[config.mk]
export PLATFORM = sky130hd
export DESIGN_NAME = vqueue_2entry
export DESIGN_NICKNAME = d
export VERILOG_FILES = /design/src/rtl/vqueue_2entry.sv
export SDC_FILE = /design/constraint.sdc
export NUM_CORES = 1
export LEC_CHECK = 0
export BUFFER_PORTS_ARGS = -buffer_cell sky130_fd_sc_hd__clkbuf_2
export CORE_MARGIN = 5
export CORE_UTILIZATION = 30
export DETAILED_ROUTE_END_ITERATION = 12
export PLACE_DENSITY = 0.53
export RECOVER_POWER = 25
export SYNTH_ARGS = -nofsm -noshare
export SYNTH_HDL_FRONTEND = slang
export SYNTH_SLANG_ARGS = --single-unit
[constraint.sdc]
create_clock -name clk -period 5.5 [get_ports clk]
set_clock_uncertainty 0.1 [all_clocks]
set_input_delay 1.1 -clock clk [delete_from_list [all_inputs] [get_ports clk]]
set_output_delay 1.1 -clock clk [all_outputs]
set_load 0.05 [all_outputs]
[src/rtl/vqueue_2entry.sv]
//------------------------------------------------------------------------------
// Module      : vqueue_2entry
// Description : Two-entry normal FIFO with valid/ready handshakes on both
//               ports. There is no combinational path from enq to deq.
// Revision    : 1.0 - initial release
//------------------------------------------------------------------------------
`default_nettype none

module vqueue_2entry #(
    parameter int NBITS = 32
) (
    input  logic             clk,
    input  logic             reset,
    input  logic             enq_val,
    output logic             enq_rdy,
    input  logic [NBITS-1:0] enq_msg,
    output logic             deq_val,
    input  logic             deq_rdy,
    output logic [NBITS-1:0] deq_msg,
    output logic [1:0]       count
);

    localparam logic [1:0] C_EMPTY = 2'd0;
    localparam logic [1:0] C_FULL  = 2'd2;

    logic [NBITS-1:0] entry_q [2];
    logic [NBITS-1:0] entry_d [2];
    logic             head_q;
    logic             head_d;
    logic             tail_q;
    logic             tail_d;
    logic [1:0]       count_q;
    logic [1:0]       count_d;

    logic             w_enq_fire;
    logic             w_deq_fire;

    // Readiness depends only on registered occupancy, never on deq_rdy.
    assign enq_rdy    = !reset && (count_q != C_FULL);
    assign deq_val    = !reset && (count_q != C_EMPTY);
    assign deq_msg    = deq_val ? entry_q[head_q] : '0;
    assign count      = count_q;

    assign w_enq_fire = enq_val && enq_rdy;
    assign w_deq_fire = deq_val && deq_rdy;

    always_comb begin
        entry_d[0] = entry_q[0];
        entry_d[1] = entry_q[1];
        head_d     = head_q;
        tail_d     = tail_q;
        count_d    = count_q;

        if (w_enq_fire) begin
            entry_d[tail_q] = enq_msg;
            tail_d          = ~tail_q;
        end
        if (w_deq_fire) begin
            head_d = ~head_q;
        end

        case ({w_enq_fire, w_deq_fire})
            2'b10:   count_d = count_q + 2'd1;
            2'b01:   count_d = count_q - 2'd1;
            default: count_d = count_q;
        endcase
    end

    always_ff @(posedge clk) begin
        if (reset) begin
            entry_q[0] <= '0;
            entry_q[1] <= '0;
            head_q     <= 1'b0;
            tail_q     <= 1'b0;
            count_q    <= C_EMPTY;
        end else begin
            entry_q[0] <= entry_d[0];
            entry_q[1] <= entry_d[1];
            head_q     <= head_d;
            tail_q     <= tail_d;
            count_q    <= count_d;
        end
    end

`ifndef SYNTHESIS
    a_count_max : assert property (@(posedge clk) count_q <= C_FULL);
    a_ptr_parity : assert property (@(posedge clk)
        (tail_q ^ head_q) == count_q[0]);
    a_full_ptrs : assert property (@(posedge clk)
        (count_q == C_FULL) |-> (head_q == tail_q));
    a_deq_stable : assert property (@(posedge clk) disable iff (reset)
        (deq_val && !deq_rdy) |=> $stable(deq_msg));
`endif

endmodule

`default_nettype wire

==> metrics.md <==
| Metric | Value |
|---|---|
| Largest net degree at the start of global routing | 67 |
| Final nets | 440 |
| Worst EP required | 5.65 ns |
| Sequential share of the synthesized area | 42.1% |
| Vias | 2931 |
| Max Buffers Root-to-Sink | 2 |
| Final setup vio count | 0 |
| Die ar. | 13100 sq um |
| Starting Density | 30.4% |
| Core area | 10800 sq um |
| Flop-to-flop setup slack | 2.86 ns |
| Worst hold margin | 0.367 ns |
| Post-synthesis register bit count | 69 |
| Worst min path class | flop to flop |
| PnR worst setup slack | 1.56 ns |
| Most used DFF post-synth | dfxtp_1 |
| Vias in the first global route | 3107 |
| Share of layout cells above drive strength 1 | 23.5% |
| MaxCap Viol Count | 1 |
| Worst slew margin | -88.5% |
| Highest-count cells in the layout ignoring fill and taps | clkbuf_2 (71), dfxtp_1 (68), o311ai_1 (40) |
| Distinct cells, synth | 25 |
| RSZ-0062 raised after global routing | false |
| CTS Buf Count | 9 |
| Crit path DAT | 4.09 ns |
| Clk Latency, worst-skew pair | 0.34 ns |
| Die Ht | 115 um |
| Period minus WS final | 3.94 ns |
| CP Class | primary input to flop |
| Post-CTS Setup Bufs | 0 |
| Antenna viol nets, final | 0 |
| Root Driver | clkbuf_8 |
| Failing checks | max-capacitance violations, max-slew violations |
| Buf+Inv Stages, Crit Path | 3 |
| Post-CTS Resized | 0 |
| Post-Syn Nets | 398 |
| Pwr Total | 0.00121 W |
| Slew @ Worst Pin | 2.83 ns |
| CTS tree | done |
| Commonest non-fill, non-tap cell in the layout | clkbuf_2 |
| Max incr delay on CP | 2.01 ns |
| Crit share post-route | 71.6% |
| DR DRC count | 0 |
| Crit-path max FO | 65 |
| Startpoint Class | primary input |
| First-pass GRT wire length | 15500 um |
| Pwr dens | 314 nW/um^2 |
| N_diodes | 0 |
| Dpl ws | 2.16 ns |
| Fin cells | 548 |
| Vias per cell | 5.35 |
| Mapped cell area | 3280 sq um |
| Status | complete, but fails checks |
| Placed cell count | 532 |
| Slowest CP cell | clkbuf_1 |
| Count of pins over their slew limit | 66 |
| P&R area growth vs syn | 17.0% |
| Initial DRC count | 107 |
| CP top delay family | buffers and inverters |
| Initial antenna violation count | 0 |
| Post-synth EDFFs | 0 |
| Yosys warns | 0 |
| DRT Wirelength | 9120 um |
| Routability cong. | 0.667 |
| Max VDD drop | 125 uV |
| Num ports | 72 |
| IO Port Bufs | 71 |
| Cells after Synth | 361 |
| GR Overflow Total | 0 |
| Hpwl dp | 5160 um |
| Leakage | 1.50 nW |
| Row cnt | 38 |
| CP Cell Sequence | clkbuf_2, inv_1, clkbuf_1, o311ai_0, o31ai_1 |
| Ys async rst share | 0% |
| Worst-path clk slew | 0.07 ns |
| Gr usage total | 14.6% |
| Syn avg cell area | 9.09 sq um |
| Pre-antenna DRT Iters | 4 |
| Worst Setup End Kind | flop |
| Setup_tns | 0 ns |
| Hold Vio Cnt, Final | 0 |
| H-tree depth reported by CTS | 3 |
| Max frequency | 254 MHz |
| Die width | 115 um |
| WL/cell | 16.6 um |
| TritonCTS Sinks | 69 |
| Cts hold-fix bufs | 0 |
## stage by stage
| step | util, % | cell area [sq um] |
|---|---|---|
| 2_1_floorplan | - | 3280 |
| 3_3_place_gp | 33.7 | 3630 |
| 3_5_place_dp | 33.7 | 3630 |
| 4_1_cts | 35.6 | 3840 |
| 5_1_grt | 35.6 | 3840 |
| 6_report | 35.6 | 3840 |
## sequential cells by signal, summed over array words and instances (netlist names), named ones only
name	cells
count	2
tail_q	1
entry_q	64
head_q	1
## where the power goes
part	internal (W)	switching [W]	total, W
Combinational	0.0000631	0.000139	0.000202
Sequential	0.000531	0.0000349	0.000566
Clock	0.000246	0.000193	0.000439
Total	0.000840	0.000367	0.00121
## worst paths after layout
| path | from | endpoint | cells after the start |
|---|---|---|---|
| worst max-delay path | reset | entry_q[1][29] | 5 |
| worst min-delay path | head_q | flop | 1 |
| worst max register to register | tail_q | entry_q[0][2] | 3 |
| worst min register to register | head_q | flop | 1 |
## kinds of logic after synthesis
| family | after synthesis | share of synthesized area (%) |
|---|---|---|
| muxes | 34 | 10.4 |
| xor gates and xnor gates | 2 | 0.534 |
| buffers and inverters | 80 | 11.1 |
| DFF | 69 | 42.1 |
| adders and majority gates | 1 | 0.381 |
| and+or+nand+nor | 42 | 5.23 |
| AOI/OAI and AO/OA | 133 | 30.2 |
## synth_stat cells, types with 2 or more instances
cell	instances	area [sq um]
buf_2	10	50.1
o311ai_1	64	561
dfxtp_1	69	1380
inv_1	32	120
o21ai_1	32	160
clkbuf_1	26	97.6
a21oi_1	2	10.0
nand2_1	2	7.51
nor2b_1	2	12.5
nor2_1	34	128
buf_6	6	67.6
mux2i_1	34	340
inv_2	4	15.0
buf_4	2	15.0
o31ai_1	32	240
## metal layers
| layer | share of wire [%] | GRT usage, % |
|---|---|---|
| met5 | 0 | 0 |
| met4 | 1.8 | 6.49 |
| met3 | 5.1 | 3.38 |
| met2 | 46 | 23.1 |
| met1 | 47 | 18.8 |
## layout make-up
| class | instances | area, sq um |
|---|---|---|
| well taps | 140 | 175 |
| fillers | 1139 | 6950 |
| inverters | 36 | 135 |
| repair buffers | 75 | 382 |
| clock inverters | 3 | 42.5 |
| multi-input cells | 212 | 1550 |
| flip-flops and latches | 69 | 1380 |
| clock buffers | 13 | 169 |
No activity file was read; power rests on OpenSTA's default activity.
